$ cat config.mk
export PLATFORM = sky130hd
export DESIGN_NAME = led_event_blinker_flat
export DESIGN_NICKNAME = d
export VERILOG_FILES = /design/src/rtl/led_event_blinker_if.sv /design/src/rtl/led_event_blinker.sv /design/src/flat_wrapper.sv
export SDC_FILE = /design/constraint.sdc
export NUM_CORES = 1
export LEC_CHECK = 0
export CAP_MARGIN = 25
export CORE_MARGIN = 2
export CORE_UTILIZATION = 40
export DETAILED_ROUTE_END_ITERATION = 10
export PLACE_DENSITY_LB_ADDON = 0.25
export REMOVE_ABC_BUFFERS = 1
export SYNTH_ARGS = -nofsm -noshare
export SYNTH_HDL_FRONTEND = slang
export SYNTH_SLANG_ARGS = --single-unit
$ cat constraint.sdc
create_clock -name clk_in -period 4.05 [get_ports clk_in]
set_clock_uncertainty 0.2 [all_clocks]
set_input_delay 0.405 -clock clk_in [delete_from_list [all_inputs] [get_ports clk_in]]
set_output_delay 0.405 -clock clk_in [all_outputs]
set_load 0.05 [all_outputs]
$ cat src/rtl/led_event_blinker_if.sv
// Purpose: groups the event-side and LED-side signals of led_event_blinker.
// Ports: pulse_in/clr_pending (control -> blinker), led_out/busy/pending/overflow (blinker -> board/status).
// Modports: master = control logic / bench side, slave = blinker side.
interface led_event_blinker_if #(
  parameter int PEND_W = 4
);
  logic              pulse_in;
  logic              clr_pending;
  logic              led_out;
  logic              busy;
  logic [PEND_W-1:0] pending;
  logic              overflow;

  modport master (
    output pulse_in, clr_pending,
    input  led_out, busy, pending, overflow
  );

  modport slave (
    input  pulse_in, clr_pending,
    output led_out, busy, pending, overflow
  );
endinterface

$ cat src/rtl/led_event_blinker.sv
// Purpose: turns 1-cycle event strobes into LED blinks (ON_CYCLES high, OFF_CYCLES low gap), queueing extras.
// Latency: pulse_in sampled at edge k while idle drives led_out high right after edge k.
// Backpressure: none; events beyond 2**PEND_W-1 queued are dropped and flagged by a 1-cycle overflow.
// Ports: clk_in, rst (async active-low), bus (slave): pulse_in, clr_pending in; led_out, busy, pending, overflow out.
module led_event_blinker #(
  parameter int ON_CYCLES  = 25_000_000,
  parameter int OFF_CYCLES = 12_500_000,
  parameter int PEND_W     = 4
) (
  input  logic                 clk_in,
  input  logic                 rst,
  led_event_blinker_if.slave   bus
);

  localparam int MAX_CYC = (ON_CYCLES > OFF_CYCLES) ? ON_CYCLES : OFF_CYCLES;
  // Keep at least one timer bit so degenerate 1-cycle settings still elaborate.
  localparam int TW = (MAX_CYC > 1) ? $clog2(MAX_CYC) : 1;
  localparam logic [PEND_W-1:0] PEND_MAX = {PEND_W{1'b1}};

  typedef enum logic [1:0] {
    ST_IDLE = 2'd0,
    ST_ON   = 2'd1,
    ST_OFF  = 2'd2
  } state_t;

  state_t            state_q, state_d;
  logic [TW-1:0]     timer_q, timer_d;
  logic              led_q, led_d;
  logic [PEND_W-1:0] pending_q, pending_d;
  logic              overflow_q, overflow_d;

  logic avail;
  logic on_end;
  logic off_end;
  logic start;

  always_comb begin
    avail   = (pending_q != '0) | bus.pulse_in;
    on_end  = (timer_q == TW'(ON_CYCLES - 1));
    off_end = (timer_q == TW'(OFF_CYCLES - 1));
    // A clear in the same cycle cancels any new blink start.
    start   = avail & ~bus.clr_pending &
              ((state_q == ST_IDLE) | ((state_q == ST_OFF) & off_end));
  end

  always_comb begin
    state_d    = state_q;
    timer_d    = timer_q;
    led_d      = led_q;
    pending_d  = pending_q;
    overflow_d = 1'b0;

    unique case (state_q)
      ST_IDLE: begin
        led_d = 1'b0;
        if (start) begin
          state_d = ST_ON;
          led_d   = 1'b1;
          timer_d = '0;
        end
      end
      ST_ON: begin
        if (on_end) begin
          state_d = ST_OFF;
          led_d   = 1'b0;
          timer_d = '0;
        end else begin
          timer_d = timer_q + 1'b1;
        end
      end
      ST_OFF: begin
        if (off_end) begin
          timer_d = '0;
          if (start) begin
            state_d = ST_ON;
            led_d   = 1'b1;
          end else begin
            state_d = ST_IDLE;
          end
        end else begin
          timer_d = timer_q + 1'b1;
        end
      end
      default: begin
        state_d = ST_IDLE;
        led_d   = 1'b0;
        timer_d = '0;
      end
    endcase

    // Queue update: clear wins; a pulse that starts a blink itself nets to zero.
    if (bus.clr_pending) begin
      pending_d = '0;
    end else if ((pending_q == PEND_MAX) && bus.pulse_in && !start) begin
      overflow_d = 1'b1;
    end else begin
      pending_d = pending_q + PEND_W'(bus.pulse_in) - PEND_W'(start);
    end
  end

  always_ff @(posedge clk_in or negedge rst) begin
    if (!rst) begin
      state_q    <= ST_IDLE;
      timer_q    <= '0;
      led_q      <= 1'b0;
      pending_q  <= '0;
      overflow_q <= 1'b0;
    end else begin
      state_q    <= state_d;
      timer_q    <= timer_d;
      led_q      <= led_d;
      pending_q  <= pending_d;
      overflow_q <= overflow_d;
    end
  end

  assign bus.led_out  = led_q;
  assign bus.busy     = (state_q != ST_IDLE);
  assign bus.pending  = pending_q;
  assign bus.overflow = overflow_q;

endmodule

$ cat src/flat_wrapper.sv
// flat-port wrapper written by rule: the top's interface ports become plain ports
module led_event_blinker_flat 
#(
  parameter int ON_CYCLES  = 25_000_000,
  parameter int OFF_CYCLES = 12_500_000,
  parameter int PEND_W     = 4
)
  (clk_in, rst, bus_pulse_in, bus_clr_pending, bus_led_out, bus_busy, bus_pending, bus_overflow);
  led_event_blinker_if #(.PEND_W(PEND_W)) bus_i ();
  input  logic clk_in;
  input  logic rst;
  input wire logic [$bits(bus_i.pulse_in)-1:0] bus_pulse_in;
  input wire logic [$bits(bus_i.clr_pending)-1:0] bus_clr_pending;
  output wire logic [$bits(bus_i.led_out)-1:0] bus_led_out;
  output wire logic [$bits(bus_i.busy)-1:0] bus_busy;
  output wire logic [$bits(bus_i.pending)-1:0] bus_pending;
  output wire logic [$bits(bus_i.overflow)-1:0] bus_overflow;
  assign bus_i.pulse_in = bus_pulse_in;
  assign bus_i.clr_pending = bus_clr_pending;
  assign bus_led_out = bus_i.led_out;
  assign bus_busy = bus_i.busy;
  assign bus_pending = bus_i.pending;
  assign bus_overflow = bus_i.overflow;
  led_event_blinker #(.ON_CYCLES(ON_CYCLES), .OFF_CYCLES(OFF_CYCLES), .PEND_W(PEND_W)) u_core (.clk_in(clk_in), .rst(rst), .bus(bus_i));
endmodule
==> Word level (Yosys, flattened, before mapping) <==
Cells that the tools add are included.
{ "totals": {"input_bits": 4, "reg_bits": 33, "word_cells": 50, "out_inout_bits": 7} }
{ "op_classes": {"n_bitwise": 6, "n_reduce_logical": 8, "eq_ne": 10, "addsub": 3, "mux": 18} }
{ "op_table": {"columns": ["cell", "n"], "rows": [
  ["$mux W25", 3],
  ["$pmux W25 S3", 1],
  ["$add A25 B1 Y25 const B", 1],
  ["$eq A25 B24 Y1 const B", 1],
  ["$eq A25 B25 Y1 const B", 1],
  ["$mux W4", 2],
  ["$ne A2 B1 Y1 const B", 4],
  ["$mux W1", 7],
  ["$mux W2", 3],
  ["$pmux W2 S3", 1],
  ["$reduce_and A3 Y1", 2],
  ["$add A4 B1 Y4", 1],
  ["$eq A4 B4 Y1 const B", 1],
  ["$reduce_bool A4 Y1", 1],
  ["$sub A4 B1 Y4", 1],
  ["$and A1 B1 Y1", 3],
  ["$pmux W1 S3", 1],
  ["$eq A2 B1 Y1 const B", 1],
  ["$eq A2 B2 Y1 const B", 1],
  ["$logic_and A1 B1 Y1", 2],
  ["$logic_not A2 Y1", 1],
  ["$ne A2 B2 Y1 const B", 1],
  ["$or A1 B1 Y1", 2],
  ["$reduce_bool A2 Y1", 1],
  ["2 further kinds", 2]
]} }

==> Longest topological paths before layout <==
{ "logic_depth": {"depth_word": 8, "depth_mapped": 12, "ltp_nobuf": 12} }

==> Least setup slack after synthesis <==
Ideal clock, no wire load.
{ "synth_path": {"path_kind": "reg-to-reg", "from": "register u_core.timer_q[16]", "to": "register u_core.pending_q[2], in the netlist u_core.bus.pending[2]", "synth_period_minus_slack_ns": 3.299, "path_buffers": 0, "t_required_ns": 3.725, "setup_ns": 0.125, "stages_incl_launch_ff": 12, "t_arrival_ns": 2.974, "slack_ns": 0.751, "cell_sequence": "dfrtp_1 > or4b_1 > or4_4 > o21a_1 > nor3_1 > ha_1 > inv_1 > ha_1 > fa_1 > xnor2_1 > nor2_1 > mux2_2"} }
{ "synth_via": {"elab_chain_cells": 7, "elab_cells_between_ends": 10, "cone_classes": "add/sub: 1; eq/ne: 2; mux: 2; bitwise: 3; reduce/logical: 2"} }
{ "synth_lines": {"columns": ["element", "line_no", "rtl"], "rows": [
  ["start, declared", "led_event_blinker.sv:27", "logic [TW-1:0] timer_q, timer_d;"],
  ["start signal, assigned", "led_event_blinker.sv:110", "timer_q <= timer_d;"],
  ["$eq A25 B24 Y1 *", "led_event_blinker.sv:40", "off_end = (timer_q == TW'(OFF_CYCLES - 1));"],
  ["$and A1 B1 Y1 *", "led_event_blinker.sv:43", "((state_q == ST_IDLE) | ((state_q == ST_OFF) & off_end));"],
  ["$or A1 B1 Y1 *", "led_event_blinker.sv:43", null],
  ["$and A1 B1 Y1 *", "led_event_blinker.sv:42", "start = avail & ~bus.clr_pending &"],
  ["$sub A4 B1 Y4 or $logic_not A1 Y1 (tied branches)", "led_event_blinker.sv:97, led_event_blinker.sv:94", null],
  ["$mux W4 or $logic_and A1 B1 Y1 (tied branches)", "led_event_blinker.sv:94", "end else if ((pending_q == PEND_MAX) && bus.pulse_in && !start) begin"],
  ["$mux W4 or $ne A2 B2 Y1 (tied branches)", null, null],
  ["end signal, assigned", "led_event_blinker.sv:112", "pending_q <= pending_d;"],
  ["end, declared", "led_event_blinker.sv:29", "logic [PEND_W-1:0] pending_q, pending_d;"]
]} }
Every way passes the cells marked *; elsewhere a longest branch is shown, timed or not. The select of a mux whose other input is x is not followed.
A chain may end at the register's enable or synchronous reset.

==> Worst setup path in the final report <==
Ends and elaborated chain as after synthesis.

==> results.md <==
- Status: completed
- Via count: 1577
- Core box area: about 4800 um2
- Unrepaired setup endpoints after global routing: no
- Worst path bufs/invs: 1
- Static Leak: 0.903 nW
- Nets: 246
- Share of the synthesized area in the top cell type: 41.1%
- CP Data Required Time: 4.03 ns
- First-pass GRT wire length: around 7300 um
- Reg clk slew, reported paths: 0.07 ns
- Initial antenna violation count: 0
- Final Util: a little under half
- Drt pass-1 iters: 4
- Share of layout cells above drive strength 1: 6.06%
- Initial core utilization: 42.0%
- Mapped Area: 2010 um2
- Root Driver: clkbuf_8
- HPWL after DPL: 3010 um
- Congestion Overflow GR: 0
- Clock buffer count from CTS: 5
- Clk_lat worst skew: 0.29 ns
- Sequential fraction of the synthesis area: 41.1%
- TNS Setup: 0 ns
- Wire per inst: 14.0 um
- Area contributors post-synth: dfrtp_1 (41%), xnor2_1 (9.1%), ha_1 (6.8%), nor2_1 (5.2%), nand2_1 (3.2%)
- Max Slew Vio Count: 0
- #FFs+latches synth: 33
- # diodes: 0
- Area of the multi-input gates: 1090 um2
- Crit-path cells: or4b_1 -> or4_4 -> o21a_1 -> nor3_1 -> ha_1 -> inv_1 -> ha_1 -> fa_1 -> xnor2_1 -> nor2_1 -> mux2_2
- Placed Area: 2170 um2
- Unique cell type count in the Yosys netlist: 40
- Slew headroom: 57.0%
- GR Util All Layers: 17.5%
- Deepest clock path buffer count: 2
- FILL cells: ~470
- Slowest cell on crit path: or4_4
- Final Cycle Share: 87.5%
- Crit Path Max Fanout: 5
- Cell taking the most area after synthesis: dfrtp_1
- Die Y: 74.9 um
- Post-Place Setup Slack: 0.483 ns
- Shortest period the worst path allows: 3.55 ns
- Avg Synthesized Cell Area: slightly above 9 um2
- Commonest cells after routing, fill and taps aside: dfrtp_1 (33), nor2_1 (28), xnor2_1 (21)
- Critical path endpoint category: flop
- DIE AREA: 5610 um2
- Antenna Nets Post-Route: 0
- Fin area: between 2000 and 2500 um2
- Hold-fix buffers at CTS: 0
- Count of input and output buffers: 10
- Synthesis-to-finish area growth: 12.3%
- Mapped Cells: 217
- Setup crit start kind: flop
- Detailed Route WL: 4190 um
- Number of clock sinks: 33
- Number of global-route vias before repair: 1498
- Max-cap viol count: 0
- Post-CTS setup buffers: 0
- Site Rows: 25
- Max VDD drop: about 0.21 mV
- Pwr Total: ~0.7 mW
- FMAX: 0.282 GHz
- Worst Path Arrival: 3.52 ns
- Critical path's largest stage delay: 0.54 ns
- GP Congestion: 0.851
- H-tree depth: 2
- I/O pin count: 11
- CTS tree: yes
- Largest net degree at the start of global routing: 34
- DRC: 0
- Hold Vio Cnt, Final: 0
- HP Class: primary input to async pin
- Vias per cell: 5.29
- Cts repair resizes: 0
- Initial DRC count: 87
- Delay-heaviest family, CP: simple AND/OR/NAND/NOR gates
- Cell Pwr Density: 311 nW/um2
- Final setup viols: 0
- Die width: 74.9 um
- Critical path class: flop to flop
- Yosys Warn Count: 0
- Worst-margin pin slew: roughly 0.64 ns
- Smallest setup slack after layout: 0.505 ns
- Crit-path most repeated cell: ha_1
- Commonest non-fill, non-tap cell in the layout: dfrtp_1
- Reg area: 826 um2
==> logic make-up (layout without fill, tap and decap cells) <==
logic type / Yosys count / after routing / synth area share, %
simple gates: 103 / 103 / 28.3
mux: 1 / 1 / 0.560
flops: 33 / 33 / 41.1
buf+inv: 21 / 35 / 4.54
compound gates: 25 / 25 / 8.15
fa+ha+maj: 12 / 12 / 7.84
xor+xnor: 22 / 22 / 9.58
==> through the flow <==
step	hold WS, ns	std cells
after floorplan	-0.0906	211
after global placement	0.288	290
after global routing	0.367	298
final	0.313	298
after CTS	0.311	298
after detailed placement	0.291	290
==> state kept, by name (all words and copies together) (netlist names) <==
| register | count |
|---|---|
| u_core.timer_q | 25 |
| u_core.bus.pending | 4 |
| u_core.bus.overflow | 1 |
| u_core.bus.led_out | 1 |
| u_core.state_q | 2 |
==> synth_stat cells (all sizes together) <==
library cell	number
nor3	10
nor2	28
o21a	2
or4bb	1
o21ai	9
nor4b	2
ha	11
fa	1
and4	4
nor4bb	2
clkbuf	3
and3	2
nand4b	3
or4	1
a21o	1
o22ai	2
nor4	9
nand2	17
a221o	1
o32ai	1
nand4	3
o311a	2
buf	3
xnor2	21
nand2b	2
o31a	1
dfrtp	33
nand3	10
xor2	1
nor3b	3
a21oi	6
or4b	3
or3	3
inv	15
mux2	1
==> where the power goes <==
part	total [mW]	switching (mW)	internal [mW]
logic	0.113	0.0673	0.0459
clock network	0.242	0.123	0.119
registers	0.347	0.00912	0.338
total	0.703	0.200	0.503
==> final timing paths <==
path | start | to | slack (ns) | cells after the start
setup / recovery | u_core.timer_q[16] | u_core.bus.pending[2] | 0.50 | 11
max in group asynchronous | rst | u_core.timer_q[5] | 3.02 | 2
hold reg to reg | u_core.bus.led_out | u_core.bus.led_out | 0.31 | 2
hold / removal | rst | u_core.timer_q[21] | 0.31 | 2
min in group clk_in | u_core.bus.led_out | u_core.bus.led_out | 0.31 | 2
setup reg to reg | u_core.timer_q[16] | u_core.bus.pending[2] | 0.50 | 11
==> worst reg2reg max path: cells and delay by family (launching register included) <==
| family | cells | cell delay [ns] |
|---|---|---|
| mux | 1 | 0.27 |
| fa+ha+maj | 3 | 0.78 |
| xor+xnor | 1 | 0.17 |
| compound gates | 1 | 0.21 |
| flops | 1 | 0.42 |
| buf+inv | 1 | 0.04 |
| simple gates | 4 | 1.35 |
==> routing by layer <==
layer	track usage, %	routed length, um	share of wire [%]	up-vias
li1	-	-	-	795
met1	25.4	2150	51	758
met2	25.0	1830	44	17
met3	5.22	156	3.7	7
met4	5.36	53	1.3	0
met5	0	0	0	-
==> layout make-up <==
class                      count  share of cell area (%)
clock buffer                   6                    3.22
tap                           67                    3.71
sequential                    33                    36.6
multi-input combinational    163                    48.4
timing repair buffer          12                    5.10
clock inverter                 2                   0.443
inverter                      15                    2.49
No activity file was read; power rests on OpenSTA's default activity.
